<file path="src/rtl/vote_result_sequencer_pkg.sv">
`default_nettype none
// +--------------------------------------------------------------------------+
// | vote_pkg: shared types and constants for vote_result_sequencer           |
// | Rev 1.0                                                                  |
// +--------------------------------------------------------------------------+
package vote_pkg;
  localparam int NUM_CAND = 4;

  typedef logic [2:0] slot_t;

  localparam slot_t SLOT_TOTAL = 3'd4;

  typedef enum logic [2:0] {
    IDLE = 3'd0,
    SNAP = 3'd1,
    SCAN = 3'd2,
    SHOW = 3'd3,
    WIN  = 3'd4
  } state_t;
endpackage
`default_nettype wire

</file>
<file path="src/rtl/vote_result_sequencer_dwell_timer.sv">
`default_nettype none
// +--------------------------------------------------------------------------+
// | dwell_timer: reloadable down-counter; expire pulses on the last cycle    |
// | of each DWELL_CYCLES-long interval.   Rev 1.0                            |
// +--------------------------------------------------------------------------+
module dwell_timer #(
  parameter int DWELL_CYCLES = 100_000_000
) (
  input  logic clk,
  input  logic reset,
  input  logic load,
  input  logic en,
  output logic expire
);
  localparam int CW = $clog2(DWELL_CYCLES + 1);
  localparam logic [CW-1:0] C_LOAD = CW'(DWELL_CYCLES);

  logic [CW-1:0] r_cnt;

  always_ff @(posedge clk or negedge reset) begin
    if (!reset) begin
      r_cnt <= '0;
    end else if (load) begin
      r_cnt <= C_LOAD;
    end else if (en && (r_cnt != '0)) begin
      r_cnt <= r_cnt - 1'b1;
    end
  end

  // Counting D..1 gives exactly DWELL_CYCLES cycles per interval.
  assign expire = en && (r_cnt == CW'(1));
endmodule
`default_nettype wire

</file>
<file path="src/rtl/vote_result_sequencer.sv">
`default_nettype none
// +--------------------------------------------------------------------------+
// | vote_result_sequencer: snapshots four tallies, finds winner/tie, steps   |
// | each count to the display, then holds the winner.                        |
// | Optional macro VOTE_TOTAL_EN adds a total output and a fifth show slot.  |
// | Rev 1.0                                                                  |
// +--------------------------------------------------------------------------+
module vote_result_sequencer
  import vote_pkg::*;
#(
  parameter int CNT_W        = 8,
  parameter int DWELL_CYCLES = 100_000_000
) (
  input  logic             clk,
  input  logic             reset,
  input  logic             mode,
  input  logic [CNT_W-1:0] cnt1,
  input  logic [CNT_W-1:0] cnt2,
  input  logic [CNT_W-1:0] cnt3,
  input  logic [CNT_W-1:0] cnt4,
  output logic [CNT_W-1:0] disp_data,
  output logic [2:0]       disp_sel,
  output logic [1:0]       winner_id,
  output logic             winner_valid,
  output logic             tie,
  output logic             busy
`ifdef VOTE_TOTAL_EN
  ,
  output logic [CNT_W+1:0] total
`endif
);
`ifdef VOTE_TOTAL_EN
  localparam slot_t LAST_SLOT = SLOT_TOTAL;
`else
  localparam slot_t LAST_SLOT = 3'd3;
`endif

  state_t           r_state, w_next;
  logic             r_mode_d, r_start;
  logic [CNT_W-1:0] r_snap [NUM_CAND];
  logic [CNT_W-1:0] r_best;
  logic [1:0]       r_best_idx, r_idx;
  logic             r_tie;
  slot_t            r_slot;
  logic             w_load, w_expire;

`ifdef VOTE_TOTAL_EN
  localparam logic [CNT_W+1:0] C_SAT = {2'b00, {CNT_W{1'b1}}};
  logic [CNT_W+1:0] r_total;
  logic [CNT_W-1:0] w_total_sat;
  assign w_total_sat = (r_total > C_SAT) ? {CNT_W{1'b1}} : r_total[CNT_W-1:0];
`endif

  dwell_timer #(.DWELL_CYCLES(DWELL_CYCLES)) u_dwell (
    .clk    (clk),
    .reset  (reset),
    .load   (w_load),
    .en     (r_state == SHOW),
    .expire (w_expire)
  );

  // mode_d resets high so a mode already high at reset release is not a rise.
  always_ff @(posedge clk or negedge reset) begin
    if (!reset) begin
      r_state    <= IDLE;
      r_mode_d   <= 1'b1;
      r_start    <= 1'b0;
      r_best     <= '0;
      r_best_idx <= '0;
      r_idx      <= '0;
      r_tie      <= 1'b0;
      r_slot     <= '0;
      for (int i = 0; i < NUM_CAND; i++) r_snap[i] <= '0;
`ifdef VOTE_TOTAL_EN
      r_total    <= '0;
`endif
    end else begin
      r_state  <= w_next;
      r_mode_d <= mode;
      r_start  <= mode & ~r_mode_d;
      case (r_state)
        SNAP: begin
          r_snap[0]  <= cnt1;
          r_snap[1]  <= cnt2;
          r_snap[2]  <= cnt3;
          r_snap[3]  <= cnt4;
          r_best     <= cnt1;
          r_best_idx <= 2'd0;
          r_tie      <= 1'b0;
          r_idx      <= 2'd1;
`ifdef VOTE_TOTAL_EN
          r_total    <= (CNT_W+2)'(cnt1);
`endif
        end
        SCAN: begin
          if (r_snap[r_idx] > r_best) begin
            r_best     <= r_snap[r_idx];
            r_best_idx <= r_idx;
            r_tie      <= 1'b0;
          end else if (r_snap[r_idx] == r_best) begin
            r_tie <= 1'b1;
          end
          r_idx  <= r_idx + 2'd1;
          r_slot <= '0;
`ifdef VOTE_TOTAL_EN
          r_total <= r_total + (CNT_W+2)'(r_snap[r_idx]);
`endif
        end
        SHOW: if (w_expire) r_slot <= r_slot + 3'd1;
        default: ;
      endcase
    end
  end

  always_comb begin
    w_next = r_state;
    w_load = 1'b0;
    if (!mode) begin
      w_next = IDLE;
    end else begin
      case (r_state)
        IDLE: if (r_start) w_next = SNAP;
        SNAP: w_next = SCAN;
        SCAN: if (r_idx == 2'd3) begin
          w_next = SHOW;
          w_load = 1'b1;
        end
        SHOW: if (w_expire) begin
          if (r_slot == LAST_SLOT) w_next = WIN;
          else                     w_load = 1'b1;
        end
        WIN:     w_next = WIN;
        default: w_next = IDLE;
      endcase
    end
  end

  // Results are final once SHOW is entered, so they are gated by state.
  always_comb begin
    disp_data    = '0;
    disp_sel     = '0;
    winner_id    = '0;
    winner_valid = 1'b0;
    tie          = 1'b0;
    busy         = r_start || (r_state == SNAP) || (r_state == SCAN) || (r_state == SHOW);
`ifdef VOTE_TOTAL_EN
    total        = '0;
`endif
    if ((r_state == SHOW) || (r_state == WIN)) begin
      winner_valid = (r_best != '0);
      tie          = r_tie && (r_best != '0);
      winner_id    = (r_best != '0) ? r_best_idx : 2'd0;
`ifdef VOTE_TOTAL_EN
      total        = r_total;
`endif
    end
    if (r_state == SHOW) begin
      disp_sel  = r_slot;
      disp_data = r_snap[r_slot[1:0]];
`ifdef VOTE_TOTAL_EN
      if (r_slot == SLOT_TOTAL) disp_data = w_total_sat;
`endif
    end else if (r_state == WIN) begin
      disp_sel  = {1'b0, r_best_idx};
      disp_data = r_best;
    end
  end
endmodule
`default_nettype wire

</file>
<file path="config.mk">
export PLATFORM = sky130hd
export DESIGN_NAME = vote_result_sequencer
export DESIGN_NICKNAME = d
export VERILOG_FILES = /design/src/rtl/vote_result_sequencer_pkg.sv /design/src/rtl/vote_result_sequencer_dwell_timer.sv /design/src/rtl/vote_result_sequencer.sv
export SDC_FILE = /design/constraint.sdc
export NUM_CORES = 1
export LEC_CHECK = 0
export ABC_AREA = 1
export CORE_ASPECT_RATIO = 0.5
export CORE_MARGIN = 3
export CORE_UTILIZATION = 45
export DETAILED_ROUTE_END_ITERATION = 8
export PLACE_DENSITY_LB_ADDON = 0.08
export SLEW_MARGIN = 10
export SYNTH_ARGS = -nofsm -noshare
export SYNTH_HDL_FRONTEND = slang
export SYNTH_SLANG_ARGS = --single-unit
</file>
<file path="constraint.sdc">
create_clock -name clk -period 3 [get_ports clk]
set_input_delay 0.6 -clock clk [delete_from_list [all_inputs] [get_ports clk]]
set_output_delay 0.6 -clock clk [all_outputs]
set_load 0.02 [all_outputs]
</file>
==> reports/results.tsv, run 1 <==
metric	value	unit
antenna_left	0	
netlist_area	5012	um^2
vias	4721	
sw_frac_of_total	42.53	%
setup_viol	0	
synthCells	734	
initial_core_util	47.70	%
drt_drc_violations_left	0	
rsz0062_at_grt	false	
max_freq	357.0	MHz
crit_fanout	17	
rows	26	
firstDrtPassIters	5	
grt_max_degree	46	
crit_arrival	2200	ps
port_buffers	50	
vdd_drop_max	0.3572	mV
layout-drive-gt1-share	7.389	%
p_int	2.745	mW
end_kind	output pin	
cts_tree	built	
n_antenna_cell	0	
overflow	0	
hold_viol	0	
vias_per_cell	5.104	
clk_pin_slew	70	ps
initialDrtViolationCount	294	
worst_setup_path_start_kind	flop	
clk_path_buf_depth	2	
antenna_found_initial	0	
p_per_area	807.9	nW/um^2
fin_skew	10.88	ps
fin_nets	829	
num_io_pins	51	
p_sw	2.032	mW
core	10510	um^2
cap_viol_max_count	0	
timing.setup.tns	0	ps
holdWs	264.5	ps
dieWidth	155.3	um
avgRoutedWirePerCell	13.82	um
clkLatencyLatePin	340	ps
synth_cell_types	31	
cts_buffers	9	
drt-total-wl	12.78	mm
syn_area_per_cell	6.829	um^2
ys_seq_area_share	39.97	%
critPathRequiredTime	2400	ps
worstMarginPinSlew	738.9	ps
power_frac_seq	37.2	%
dieArea	12520	um^2
dieHeight	80.63	um
grt_pass1_vias	4377	
min_path_type	primary input to async pin	
outcome	finished clean	
grt_pass1_wl	21.42	mm
p_leak	2.868	nW
pwr-share-clk	21.7	%
comb_power_share	41.1	%
min_period	2801	ps
clock_sinks	80	
ys_warn_count	0	
drv_slew	0	
synth.net_count	783	
reg2regPathDepth	12	
fin_crit_sh	93.37	%
grt_use_total	21.32	%
dp_hpwl	9.370	mm
cts-root-buf	clkbuf_16	
area_delta_synth_final	17.97	%
gp_congestion	0.9188	
max-slew-margin-rel	50.67	%
place_ws	435.9	ps
worst_slack	199.0	ps
critPathKind	flop to output pin	
htreeDepth	3	
ys_ff_latch	80	
synthesized netlist by cell type, drive strengths merged:
cell type | instances | share of area (%)
a21oi | 22 | 2.2
buf | 14 | 2.0
clkbuf | 12 | 0.90
clkinv | 2 | 0.15
dfrtp | 79 | 39
dfstp | 1 | 0.52
ha | 14 | 3.5
inv | 84 | 6.3
nand2 | 236 | 18
nand3 | 84 | 8.4
nand3b | 2 | 0.30
nand4 | 7 | 0.87
nor2 | 90 | 8.1
nor3 | 6 | 0.80
nor4 | 1 | 0.12
o21a | 1 | 0.15
o21ai | 73 | 7.3
o21bai | 1 | 0.15
o22ai | 2 | 0.25
xor2 | 3 | 0.52
power groups by stage:
stage / clock (mW) / combinational, mW / sequential (mW)
floorplan: 0 / 1.47 / 1.69
global route: 1.11 / 2.30 / 1.83
finish: 1.04 / 1.96 / 1.78
CTS: 1.07 / 1.96 / 1.77
global placement: 0 / 1.93 / 1.79
detailed placement: 0 / 1.96 / 1.79
layout by cell type, fill, tap and decap left out, types with 2 or more instances in the layout:
| cell type | synthesis | layout |
|---|---|---|
| a21oi_1 | 22 | 22 |
| nor2_2 | 8 | 8 |
| nor2_4 | 4 | 4 |
| xor2_1 | 3 | 3 |
| nand3b_1 | 2 | 2 |
| clkdlybuf4s50_1 | 0 | 49 |
| o22ai_1 | 2 | 2 |
| o21ai_0 | 61 | 60 |
| nand2_1 | 229 | 228 |
| inv_2 | 5 | 5 |
| ha_1 | 14 | 14 |
| nand2_2 | 6 | 7 |
| buf_4 | 2 | 12 |
| nor3_2 | 2 | 2 |
| clkinvlp_4 | 0 | 5 |
| clkbuf_16 | 0 | 9 |
| nand3_1 | 84 | 84 |
| nor2_1 | 77 | 77 |
| inv_1 | 79 | 79 |
| nand4_1 | 7 | 7 |
| dfrtp_1 | 79 | 79 |
| nor3_1 | 4 | 4 |
| o21ai_1 | 12 | 13 |
final timing paths:
kind                            from                end  slack [ps]
min reg2reg                    r_tie              r_tie         480
max in group asynchronous      reset           r_mode_d        1970
min in group clk               r_tie              r_tie         480
min                            reset  u_dwell.r_cnt[17]         260
max reg2reg                 r_idx[1]          r_best[3]         480
max                        r_slot[1]       disp_data[6]         200
critical path, cell delays in order (launching register included):
cell and delay [ps]:
dfrtp_1 420, clkinvlp_4 330, a21oi_1 200, o21ai_0 110
nand3_1 100, o21ai_0 130, clkdlybuf4s50_1 570
stage by stage:
stage	utilization, %	std cells	instance area, um^2	power [mW]
6_report	56.28	925	5913	4.777
5_1_grt	56.28	925	5913	5.233
4_1_cts	56.14	924	5899	4.803
3_5_place_dp	53.45	908	5617	3.745
3_3_place_gp	53.45	908	5617	3.714
2_1_floorplan	-	734	5012	3.155
kinds of logic after synthesis:
family | count (synthesis) | synth area share, %
simple gates | 426 | 36.67
compound gates | 99 | 10.04
flops | 80 | 39.97
buf+inv | 112 | 9.311
xor+xnor | 3 | 0.5243
fa+ha+maj | 14 | 3.495
per-layer routing:
| layer | wire length (um) | vias to the layer above | share of wire (%) | GRT usage, % |
|---|---|---|---|---|
| met3 | 484 | 12 | 3.8 | 4.090 |
| met1 | 6267 | 2189 | 49 | 29.22 |
| met5 | 0 | - | 0 | 0 |
| met4 | 116 | 0 | 0.91 | 4.367 |
| met2 | 5913 | 98 | 46 | 35.50 |
| li1 | - | 2422 | - | - |
area by class of cell:
class	count	area, um^2
Fill cell	1047	4594
Multi-Input combinational cell	542	2545
Sequential cell	80	2003
Timing Repair Buffer	61	580.6
Inverter	86	326.6
Clock buffer	10	239.0
Tap cell	140	175.2
Clock inverter	6	43.79
sequential cells by signal, summed over array words and instances, names as in the netlist:
signal,cells
r_best_idx,2
u_dwell.r_cnt,27
r_state,3
r_idx,2
r_start,1
r_tie,1
r_snap,32
r_mode_d,1
r_best,8
r_slot,3
repair_timing:
action / in CTS / in global routing
buffers inserted: 0 / 1
hold buffers: 0 / 0
gates resized for setup: 0 / 3
setup endpoints to repair: 0 / 10
No activity file was read; power rests on OpenSTA's default activity.
==> run 2: changes to the inputs <==
--- a/config.mk
+++ b/config.mk
@@ -6,11 +6,13 @@
 export NUM_CORES = 1
 export LEC_CHECK = 0
 export ABC_AREA = 1
+export CELL_PAD_IN_SITES_DETAIL_PLACEMENT = 0
+export CELL_PAD_IN_SITES_GLOBAL_PLACEMENT = 2
 export CORE_ASPECT_RATIO = 0.5
 export CORE_MARGIN = 3
-export CORE_UTILIZATION = 45
+export CORE_UTILIZATION = 32
 export DETAILED_ROUTE_END_ITERATION = 8
-export PLACE_DENSITY_LB_ADDON = 0.08
+export PLACE_DENSITY = 0.79
 export SLEW_MARGIN = 10
 export SYNTH_ARGS = -nofsm -noshare
 export SYNTH_HDL_FRONTEND = slang
==> reports/results.tsv, run 2 (same netlist as run 1, synthesis figures left out) <==
metric	value	unit
setup_viol	0	
pwr-share-clk	23.5	%
dieWidth	183.0	um
fin_crit_sh	94.06	%
fillerInstances	1600	
p_int	2.875	mW
crit_fanout	21	
crit_top_cell	o21ai_0	
gp_congestion	0.8171	
slowest_delay	660	ps
htreeDepth	3	
fin_nets	832	
initial_core_util	33.65	%
n_antenna_cell	0	
timing.setup.tns	0	ps
min_path_type	primary input to async pin	
rrSetupSlack	460	ps
critPathRequiredTime	2400	ps
place_ws	384.9	ps
grt_max_degree	46	
fin_skew	13.20	ps
cts_buffers	9	
layout_commonest_cell	nand2_1	
holdWs	274.5	ps
max-slew-margin-rel	57.87	%
seqCellArea	2003	um^2
overflow	0	
clkLatencyLatePin	340	ps
clk_path_buf_depth	2	
drv_slew	0	
num_io_pins	51	
final_cell_mix	nand2_1, nand3_1, inv_1, dfrtp_1, nor2_1	
initialDrtViolationCount	320	
power_frac_seq	35.9	%
worst_setup_path_start_kind	flop	
outcome	finished clean	
dieHeight	94.50	um
grt_pass1_vias	4657	
dieArea	17290	um^2
layout-drive-gt1-share	7.614	%
vdd_drop_max	0.2802	mV
grt_use_total	17.38	%
top_regs	r_snap x32, u_dwell.r_cnt x27, r_best x8	
cts_tree	built	
cp_cell_sequence	buf_4, a21oi_1, o21ai_0, nand3_1, o21ai_0, clkdlybuf4s50_1	
rows	31	
drt_drc_violations_left	0	
worst_slack	178.1	ps
critPathKind	flop to output pin	
hold_viol	0	
cpMaxStageDelayCell	clkdlybuf4s50_1	
core	14890	um^2
rsz0062_at_grt	false	
antenna_found_initial	0	
regMostFlops	r_snap	
cap_viol_max_count	0	
p_sw	2.065	mW
area_delta_synth_final	20.59	%
avgRoutedWirePerCell	14.54	um
cts_hold_buf	0	
antenna_left	0	
vias_per_cell	4.726	
clk_pin_slew	60	ps
cts-root-buf	clkbuf_16	
p_leak	2.913	nW
end_kind	output pin	
p_per_area	817.3	nW/um^2
min_period	2822	ps
comb_power_share	40.6	%
sw_frac_of_total	41.80	%
firstDrtPassIters	4	
port_buffers	50	
multi_input_area	2545	um^2
grt_pass1_wl	23.81	mm
dp_hpwl	10.58	mm
vias	4660	
fin_util	40.58	%
largest_reg_flops	32	
worstMarginPinSlew	632.0	ps
reg2regPathDepth	14	
drt-total-wl	14.34	mm
clock_sinks	80	
max_freq	354.4	MHz
crit_arrival	2220	ps
run 2: cell types whose count changed in the layout (fill, tap and decap cells not counted), sizes merged:
cell	before	now
clkinvlp	5	0
buf	12	15
clkinv	2	5
clkbuf	10	12
bufinv	0	1
inv	85	84
run 2: final timing paths:
kind                            from            to
hold reg to reg                r_tie         r_tie
min in group clk               r_tie         r_tie
hold / removal                 reset     r_best[6]
setup / recovery           r_slot[0]  disp_data[6]
max in group asynchronous      reset     r_snap[3]
setup reg to reg            r_idx[0]     r_best[3]
run 2: metal layers:
layer	track usage, %	wire (um)	up-vias
met4	2.597	74	0
met3	4.040	420	9
met1	22.45	6997	2164
li1	-	-	2424
met5	0	0	-
met2	30.61	6842	63
run 2: final cells by class:
cell class	count	share of cell area, %
Tap cell	198	4.099
Sequential cell	80	33.14
Multi-Input combinational cell	542	42.10
Timing Repair Buffer	64	10.18
Inverter	86	5.361
Clock buffer	12	4.243
Clock inverter	4	0.8694
run 2: timing repair:
action,4_1_cts,5_1_grt
gates cloned,0,0
resized for setup,1,1
endpoints found under the setup margin,2,4
pin swaps,0,1
setup buffers,0,2
run 2: power groups by stage:
stage | registers (mW) | logic [mW] | clock network, mW
after floorplan | 1.69 | 1.47 | 0
after global placement | 1.80 | 2.01 | 0
after detailed placement | 1.79 | 2.02 | 0
after CTS | 1.78 | 2.03 | 1.20
after global routing | 1.83 | 2.33 | 1.23
final | 1.78 | 2.00 | 1.16
run 2: worst max-delay path: cells and delay by family, from the launching register on:
| kind | cells | cell delay (ps) |
|---|---|---|
| AO/OA/AOI/OAI | 3 | 320 |
| buffers and inverters | 2 | 950 |
| flip-flops | 1 | 490 |
| AND/OR/NAND/NOR | 1 | 120 |
run 2: metrics by stage:
stage                     instance area (um^2)  cells  total power, mW
final                                     6045    986            4.940
after global routing                      6045    986            5.389
after CTS                                 6027    984            5.001
after detailed placement                  5717    968            3.811
after global placement                    5717    968            3.811
after floorplan                           5012    734            3.155
